## config.mk

```make
export PLATFORM = sky130hd
export DESIGN_NAME = rng_word_collector
export DESIGN_NICKNAME = d
export VERILOG_FILES = /design/src/rtl/rng_pkg.sv /design/src/rtl/rng_word_collector_vn_debias.sv /design/src/rtl/rng_word_collector.sv
export SDC_FILE = /design/constraint.sdc
export NUM_CORES = 1
export LEC_CHECK = 0
export CAP_MARGIN = 20
export CELL_PAD_IN_SITES_DETAIL_PLACEMENT = 0
export CELL_PAD_IN_SITES_GLOBAL_PLACEMENT = 1
export CORE_MARGIN = 2
export CORE_UTILIZATION = 42
export DETAILED_ROUTE_END_ITERATION = 16
export GPL_ROUTABILITY_DRIVEN = 0
export PLACE_DENSITY = 0.86
export SETUP_SLACK_MARGIN = 0.2
export SLEW_MARGIN = 30
export SYNTH_ARGS = -nofsm -noshare
export SYNTH_HDL_FRONTEND = slang
export SYNTH_HIERARCHICAL = 1
export SYNTH_SLANG_ARGS = --single-unit
```

## constraint.sdc

```tcl
create_clock -name clk -period 5.05 [get_ports clk]
set_input_delay 1.01 -clock clk [delete_from_list [all_inputs] [get_ports clk]]
set_output_delay 1.01 -clock clk [all_outputs]
set_load 0.005 [all_outputs]
```

## src/rtl/rng_pkg.sv

```systemverilog
`default_nettype none
// ============================================================================
// Module  : rng_pkg
// Brief   : Shared types and default sizes for the RNG word collector.
// Revision: 1.0
// ============================================================================
package rng_pkg;

    typedef enum logic [0:0] {
        IDLE       = 1'b0,
        HAVE_FIRST = 1'b1
    } pair_state_t;

    localparam int RNG_WORD_W    = 32;
    localparam int RNG_REP_LIMIT = 8;
    localparam int RNG_DROP_W    = 8;

endpackage
`default_nettype wire

```

## src/rtl/rng_word_collector_vn_debias.sv

```systemverilog
`default_nettype none
// ============================================================================
// Module  : vn_debias
// Brief   : von Neumann pair corrector; pass-through when disabled.
// Revision: 1.0
// ============================================================================
module vn_debias
    import rng_pkg::*;
(
    input  logic clk,
    input  logic rst,
    input  logic bit_valid_i,
    input  logic bit_in_i,
    input  logic en_i,
    input  logic flush_i,
    output logic out_valid_o,
    output logic out_bit_o
);

    pair_state_t state_q;
    logic        first_q;

    // The enable only matters in IDLE; a started pair always completes.
    always_comb begin
        out_valid_o = 1'b0;
        out_bit_o   = bit_in_i;
        if (bit_valid_i && !flush_i) begin
            if (state_q == IDLE) begin
                out_valid_o = !en_i;
            end else begin
                out_valid_o = (first_q != bit_in_i);
                out_bit_o   = first_q;
            end
        end
    end

    always_ff @(posedge clk) begin
        if (rst || flush_i) begin
            state_q <= IDLE;
            first_q <= 1'b0;
        end else if (bit_valid_i) begin
            case (state_q)
                IDLE: begin
                    if (en_i) begin
                        first_q <= bit_in_i;
                        state_q <= HAVE_FIRST;
                    end
                end
                default: state_q <= IDLE;
            endcase
        end
    end

endmodule
`default_nettype wire

```

## src/rtl/rng_word_collector.sv

```systemverilog
`default_nettype none
// ============================================================================
// Module  : rng_word_collector
// Brief   : Health-tests, debiases and packs RNG bits into valid/ready words.
// Revision: 1.0
// ============================================================================
module rng_word_collector
    import rng_pkg::*;
#(
    parameter int WIDTH     = RNG_WORD_W,
    parameter int REP_LIMIT = RNG_REP_LIMIT
) (
    input  logic                  clk,
    input  logic                  rst,
    input  logic                  bit_valid_i,
    input  logic                  bit_in_i,
    input  logic                  debias_en_i,
    input  logic                  fail_clr_i,
    output logic                  word_valid_o,
    input  logic                  word_ready_i,
    output logic [WIDTH-1:0]      word_data_o,
    output logic                  health_fail_o,
    output logic [RNG_DROP_W-1:0] drop_cnt_o
);

    localparam int              CNT_W    = $clog2(WIDTH + 1);
    localparam logic [CNT_W-1:0] CNT_FULL = CNT_W'(WIDTH);
    localparam logic [CNT_W-1:0] CNT_LAST = CNT_W'(WIDTH - 1);
    localparam logic [7:0]       REP_LIM  = 8'(REP_LIMIT);

    logic [7:0]            rep_cnt_q, rep_cnt_d;
    logic                  prev_q, have_prev_q, health_fail_q;
    logic [CNT_W-1:0]      bit_cnt_q, bit_cnt_d;
    logic [WIDTH-1:0]      shift_q, shift_d, load_word;
    logic [WIDTH-1:0]      word_q;
    logic                  word_valid_q;
    logic [RNG_DROP_W-1:0] drop_cnt_q;

    logic take, trip, emit_valid, emit_bit, out_free, load_out, drop_inc;

    // A fail_clr cycle takes no bit, so the clear always wins over a trip.
    assign take      = bit_valid_i && !health_fail_q && !fail_clr_i;
    assign rep_cnt_d = (have_prev_q && (bit_in_i == prev_q)) ? rep_cnt_q + 8'd1 : 8'd1;
    assign trip      = take && (rep_cnt_d == REP_LIM);
    assign out_free  = !word_valid_q || word_ready_i;

    vn_debias u_debias (
        .clk         (clk),
        .rst         (rst),
        .bit_valid_i (take),
        .bit_in_i    (bit_in_i),
        .en_i        (debias_en_i),
        .flush_i     (trip),
        .out_valid_o (emit_valid),
        .out_bit_o   (emit_bit)
    );

    always_comb begin
        shift_d   = shift_q;
        bit_cnt_d = bit_cnt_q;
        load_out  = 1'b0;
        load_word = shift_q;
        drop_inc  = 1'b0;
        if (trip) begin
            shift_d   = '0;
            bit_cnt_d = '0;
        end else if (bit_cnt_q == CNT_FULL) begin
            // Stalled full word: release it when the output frees up.
            if (out_free) begin
                load_out = 1'b1;
                if (emit_valid) begin
                    shift_d   = {shift_q[WIDTH-2:0], emit_bit};
                    bit_cnt_d = CNT_W'(1);
                end else begin
                    bit_cnt_d = '0;
                end
            end else if (emit_valid) begin
                drop_inc = 1'b1;
            end
        end else if (emit_valid) begin
            shift_d = {shift_q[WIDTH-2:0], emit_bit};
            if (bit_cnt_q == CNT_LAST && out_free) begin
                load_out  = 1'b1;
                load_word = shift_d;
                bit_cnt_d = '0;
            end else begin
                bit_cnt_d = bit_cnt_q + CNT_W'(1);
            end
        end
    end

    always_ff @(posedge clk) begin
        if (rst) begin
            rep_cnt_q     <= '0;
            prev_q        <= 1'b0;
            have_prev_q   <= 1'b0;
            health_fail_q <= 1'b0;
            shift_q       <= '0;
            bit_cnt_q     <= '0;
            word_q        <= '0;
            word_valid_q  <= 1'b0;
            drop_cnt_q    <= '0;
        end else begin
            if (fail_clr_i) begin
                health_fail_q <= 1'b0;
                rep_cnt_q     <= '0;
                have_prev_q   <= 1'b0;
            end else if (take) begin
                rep_cnt_q   <= rep_cnt_d;
                prev_q      <= bit_in_i;
                have_prev_q <= 1'b1;
                if (trip) begin
                    health_fail_q <= 1'b1;
                end
            end
            shift_q   <= shift_d;
            bit_cnt_q <= bit_cnt_d;
            if (load_out) begin
                word_valid_q <= 1'b1;
                word_q       <= load_word;
            end else if (word_ready_i) begin
                word_valid_q <= 1'b0;
            end
            if (drop_inc && (drop_cnt_q != '1)) begin
                drop_cnt_q <= drop_cnt_q + 1'b1;
            end
        end
    end

    assign word_valid_o  = word_valid_q;
    assign word_data_o   = word_q;
    assign health_fail_o = health_fail_q;
    assign drop_cnt_o    = drop_cnt_q;

endmodule
`default_nettype wire

```

After elaboration in Yosys (flattened, before gate mapping)
Cells that the tools add are included.

Bits in read-only memories: 0. Memories: 0. Word-level logic and storage cells: 75. RAM bits: 0. Output and inout port bits: 42. Latch bits: 0. Register bits after elaboration: 92. Input bits: 7.

Div/mod/pow operators: 0. Equality and inequality tests: 7. Reduce and logical (&&, ||, !) cells: 22. $lt $le $gt $ge: 0. $add $sub $neg: 3. Muxes and demuxes: 30. $mul: 0. Shift operators: 0. Bitwise logic cells: 2.

Operators by type and width (number): 32-bit two-way mux (7); 6-bit two-way mux (4); 1-bit two-way mux (18); 8-bit by 1-bit adder with 8-bit output (second input constant) (2); 8-bit by 4-bit == test with 1-bit output (second input constant) (1); 8-bit two-way mux (1); 8-bit inequality test (second input constant) (1); 1-bit logical AND (7); 6-bit by 1-bit adder with 6-bit output (second input constant) (1); 6-bit by 5-bit == test with 1-bit output (second input constant) (1); 6-bit == test (second input constant) (1); 2-bit AND reduction (3); 1-bit logical NOT (5); 2-bit nonzero test (2); 2-bit OR reduction (2); 3-bit AND reduction (1); 1-bit logical OR (2); 2-bit inequality test (second input constant) (1); 1-bit NOT (2); 1-bit == test (1); 1-bit inequality test (1).

Depth between registers and ports, before layout
Depth after elaboration: 13. Depth in mapped cells: 13. Gate-level depth less buffers: 9.

By module
Netlist, hierarchy kept.

By module, submodules not included: rng_word_collector (instances 1, sequential area each 1801.7 µm², cells each 468, area an instance 4090.2 µm²); vn_debias (instances 1, sequential area each 40.0 µm², cells each 14, area an instance 140.1 µm²).

Worst setup path before layout
No wires, ideal clock.

Path kind: input to register. Start point: in fail_clr_i. End point: reg word_q[20], in the netlist word_data_o[20]. Arrival time: 3.732 ns. Cell stages on the path: 12. Data required time: 4.904 ns. Path slack: 1.172 ns. Path buffers: 4. Library setup time: 0.146 ns. Path through: or3b_1 > clkbuf_1 > inv_1 > nand4_1 > a2111oi_4 > a2111oi_2 > clkbuf_1 > nand2_1 > buf_2 > clkbuf_1 > mux2i_1 > a211oi_2.

Cells in the longest elaborated chain, start to end: 9. Elaborated cells between the ends (all ways): 12. Those cells by class: 7 x mux; 5 x reduce/logical.

Ends and longest elaborated chain: from (decl) (line rng_word_collector.sv:18) `input logic fail_clr_i,`; 1-bit logical NOT (*) (line rng_word_collector.sv:42) `assign take = bit_valid_i && !health_fail_q && !fail_clr_i;`; 1-bit logical AND (*) (line rng_word_collector.sv:42); 1-bit logical AND (*) (line rng_word_collector.sv:44) `assign trip = take && (rep_cnt_d == REP_LIM);`; named net trip (line rng_word_collector.sv:39) `logic take, trip, emit_valid, emit_bit, out_free, load_out, drop_inc;`; 1-bit logical NOT (*) (line rng_word_collector_vn_debias.sv:27) `if (bit_valid_i && !flush_i) begin`; 1-bit logical AND (*) (line rng_word_collector_vn_debias.sv:27); 1-bit two-way mux (*) (line rng_word_collector_vn_debias.sv:27); named net emit_valid (line rng_word_collector.sv:39); 32-bit two-way mux or 1-bit two-way mux (tied branches) (line rng_word_collector.sv:80) `end else if (emit_valid) begin`; 32-bit two-way mux or 1-bit two-way mux (tied branches) (line rng_word_collector.sv:67) `end else if (bit_cnt_q == CNT_FULL) begin`; 32-bit two-way mux or 1-bit two-way mux (tied branches) (line rng_word_collector.sv:64) `if (trip) begin`; to (signal assigned) (line rng_word_collector.sv:120) `word_q <= load_word;`; to (decl) (line rng_word_collector.sv:35) `logic [WIDTH-1:0] word_q;`.

Mark *: on every way through the listed nets, which the timed path passes. The rest lies on a longest branch. A chain may end at the register's enable or synchronous reset.

Final worst setup path
Start point: in bit_valid_i. End point: reg word_q[6], in the netlist word_data_o[6].

Cells in the longest elaborated chain, start to end: 9. Elaborated cells between the ends (all ways): 12. Those cells by class: 7 x mux; 5 x reduce/logical.

Ends and longest elaborated chain: from (decl) (line rng_word_collector.sv:15) `input logic bit_valid_i,`; 1-bit logical AND (*) (2 in a row) (line rng_word_collector.sv:42); 1-bit logical AND (*) (line rng_word_collector.sv:44); named net trip (line rng_word_collector.sv:39); 1-bit logical NOT (*) (line rng_word_collector_vn_debias.sv:27); 1-bit logical AND (*) (line rng_word_collector_vn_debias.sv:27); 1-bit two-way mux (*) (line rng_word_collector_vn_debias.sv:27); named net emit_valid (line rng_word_collector.sv:39); 32-bit two-way mux or 1-bit two-way mux (tied branches) (line rng_word_collector.sv:80); 32-bit two-way mux or 1-bit two-way mux (tied branches) (line rng_word_collector.sv:67); 32-bit two-way mux or 1-bit two-way mux (tied branches) (line rng_word_collector.sv:64).

Marked as above.

==> run_results.csv <==
group,metric,value,unit
place,dpl_worst_slack,0.934,ns
cts,insertion_delay,0.36,ns
worst_setup_path,cp.required,5.28,ns
cts,cts_tree,"yes",
timing,finalWorstSetupSlack,1.31,ns
yosys,synth_common_cells,"dfxtp_1 (92), nand2_1 (81), nor2_1 (63)",
pwr,p_leak,1.75,nW
timing,setup_viol,0,
die,die_area,0.0109,mm²
global_routing,track_usage,15.9,%
cells_and_area,area_growth_syn_to_layout,18.1,%
yosys,syn_area,0.00423,mm²
timing,rsz0062_at_grt,"false",
cts,clockRootBuffer,"clkbuf_8",
worst_setup_path,crit_start,"bit_valid_i",
yosys,synthCells,482,
drt,drc,0,
timing,clock_skew,0.0127,ns
cts,cts_max_path_buffers,2,
timing,hold_viol_final,0,
die,initial_utilization,43.3,%
pwr,p_sw,297,µW
die,die_y,104,µm
timing,final_max_slew_viol_count,0,
worst_setup_path,timing.rr.start,"health_fail_o$_SDFFE_PP0P_",
cts,cts_sinks,92,
drt,dr.pass1.iters,7,
run,maxCapViolations,0,
yosys,avgSynthCellArea,8.78,µm²
drt,avgRoutedWirePerCell,12.8,µm
pwr,pwr-share-comb,3.6,%
die,rows,36,
cts,htree_levels,3,
global_routing,grt_max_degree,59,
die,coreArea,0.00977,mm²
die,fp.dieW,104,µm
place,portBuffers,48,
timing,whs,0.469,ns
cells_and_area,nets,526,
pwr,switching_share,22.9,%
drt,vias_per_cell,5.12,
worst_setup_path,crit_type,"in2reg",
min_path,min_from,"shift_q[31]$_SDFFE_PP0P_",
worst_setup_path,crit_chain,"clkdlybuf4s50_1, or3b_1, inv_1, nand4_1, a2111oi_4, a2111oi_2, buf_4, nand2_2, buf_4, mux2i_1, a211oi_2",
worst_setup_path,critPathMaxStageDelay,0.44,ns
yosys,syn_nets,493,
pwr,power,1.30,mW
global_routing,antenna_found_initial,0,
cts,cts_setup_buffers,0,
yosys,post-synth-top-area-fraction,43.5,%
yosys,synth_warnings,6,
worst_setup_path,slowest_stage,"clkdlybuf4s50_1",
yosys,async_reset_ff_share,0,%
place,numPlacedInstances,637,
pwr,peakVddDrop,0.000156,V
yosys,synth_most_common_cell,"dfxtp_1",
cells_and_area,drive_gt1_share,12.1,%
drt,drt-initial-drc-count,115,
worst_setup_path,crit_top_cell,"buf_4",
cells_and_area,final_cells,653,
yosys,ys_types,46,
timing,finalCriticalPeriod,3.74,ns
place,dp_hpwl,5400,µm
worst_setup_path,end_kind,"register",
yosys,synth_edf_count,0,
worst_setup_path,worstPathArrival,3.97,ns
die,io_pins,49,
status,status,"complete, no violations",
place,placed_cell_area,0.00479,mm²
yosys,synthTopCellsByArea,"dfxtp_1 (44%), a211oi_2 (8.6%), mux2i_1 (8.0%), nand2_1 (7.2%), nor2_1 (5.6%)",
timing,finalCritPeriodShare,74.1,%
drt,antenna_left,0,
global_routing,grt_pass1_wl,14500,µm
yosys,synth-seq-area-share,43.5,%
pwr,powerDensity,260,mW/mm²
yosys,ys_seq_elements,92,
pwr,p_seq_share,56.3,%
timing,maxSlewHeadroom,60.2,%
global_routing,grt_pass1_vias,3170,
pwr,cellInternalPower,1.00,mW
yosys,synth_flop_cell,"dfxtp_1",
drt,wl,8340,µm
yosys,synth_largest_area_cell,"dfxtp_1",
timing,setup_tns,0,ns
timing,max_freq,0.267,GHz
cells_and_area,finish.utilization,51.1,%
worst_setup_path,worst_setup_path_start_kind,"input pin",
min_path,hp-class,"reg2reg",
cells_and_area,fillers,935,
drt,via_count,3345,
global_routing,overflow,0,
cells_and_area,antenna_cells,0,
timing,worst_pin_slew,0.593,ns
pwr,clkPwrFrac,40.1,%
cts,holdBufCountCts,0,
cts,cts_resized,0,
worst_setup_path,critPathMaxFanout,29,
cells_and_area,finalInstanceArea,0.00500,mm²
cts,cts_buffers,9,
cts,clkTransAtPathRegs,0.09,ns
[worst max-delay path, delay by kind of cell]
family | cells | cell delay, ns
AOI/OAI and AO/OA | 3 | 0.51
buffers and inverters | 4 | 1.38
and+or+nand+nor | 3 | 0.72
muxes | 1 | 0.31
[cell type report]
cell class,instances,area [µm²],area share (%)
clock buffer,12,155,3.11
clock inverter,4,55.1,1.10
inverter,6,22.5,0.451
multi-input combinational,350,2210,44.2
sequential,92,1840,36.9
tap,133,166,3.33
timing repair buffer,56,548,11.0
[flip-flops by register name, indices dropped and copies added (netlist names)]
register	flops
bit_cnt_q	6
prev_q	1
have_prev_q	1
health_fail_o	1
u_debias/first_q	1
u_debias/state_q	1
word_data_o	32
shift_q	32
drop_cnt_o	8
rep_cnt_q	8
word_valid_o	1
[worst paths after layout]
kind	slack, ns	depth (start not counted)	endpoint
max reg2reg	2.05	10	word_data_o[6]$_SDFFE_PP0P_
max	1.31	11	word_data_o[6]$_SDFFE_PP0P_
min reg2reg	0.47	2	shift_q[31]$_SDFFE_PP0P_
min	0.47	2	shift_q[31]$_SDFFE_PP0P_
[placed cells by master, fill, tap and decap left out, drive strengths merged, types with 3 or more instances in the layout]
master	count
dfxtp	92
nand2	81
nor2	63
clkdlybuf4s50	47
a21oi	46
a211oi	35
mux2i	34
clkbuf	12
o21ai	10
nand3	9
buf	9
xnor2	8
inv	8
nor3	7
nand4	5
nor3b	4
nand2b	4
nand3b	4
ha	4
nor2b	4
nor4	4
and3	3
mux2	3
or2	3
[per-layer routing]
metal	GRT usage, %	vias up	part of all wire [%]
met5	0	-	0
met4	7.43	0	1.6
met3	2.51	9	2.4
met2	26.8	47	47
met1	20.0	1556	49
li1	-	1733	-
[cells by family (layout without fill, tap and decap cells)]
logic type | count (synthesis) | in the layout | synth area share (%)
adders and majority gates | 4 | 4 | 1.18
xor gates and xnor gates | 9 | 9 | 1.86
DFF | 92 | 92 | 43.5
muxes | 37 | 37 | 8.84
AOI/OAI and AO/OA | 101 | 101 | 18.8
buffers and inverters | 40 | 78 | 4.58
and+or+nand+nor | 199 | 199 | 21.1
[power groups by stage]
stage | registers (mW) | logic (mW) | clock network (mW)
after floorplan | 0.746 | 0.0337 | 0
after global placement | 0.747 | 0.0465 | 0
after detailed placement | 0.747 | 0.0470 | 0
after CTS | 0.730 | 0.0471 | 0.533
after global routing | 0.731 | 0.0520 | 0.560
final | 0.730 | 0.0469 | 0.520
Power figures use the tool's default switching activity.
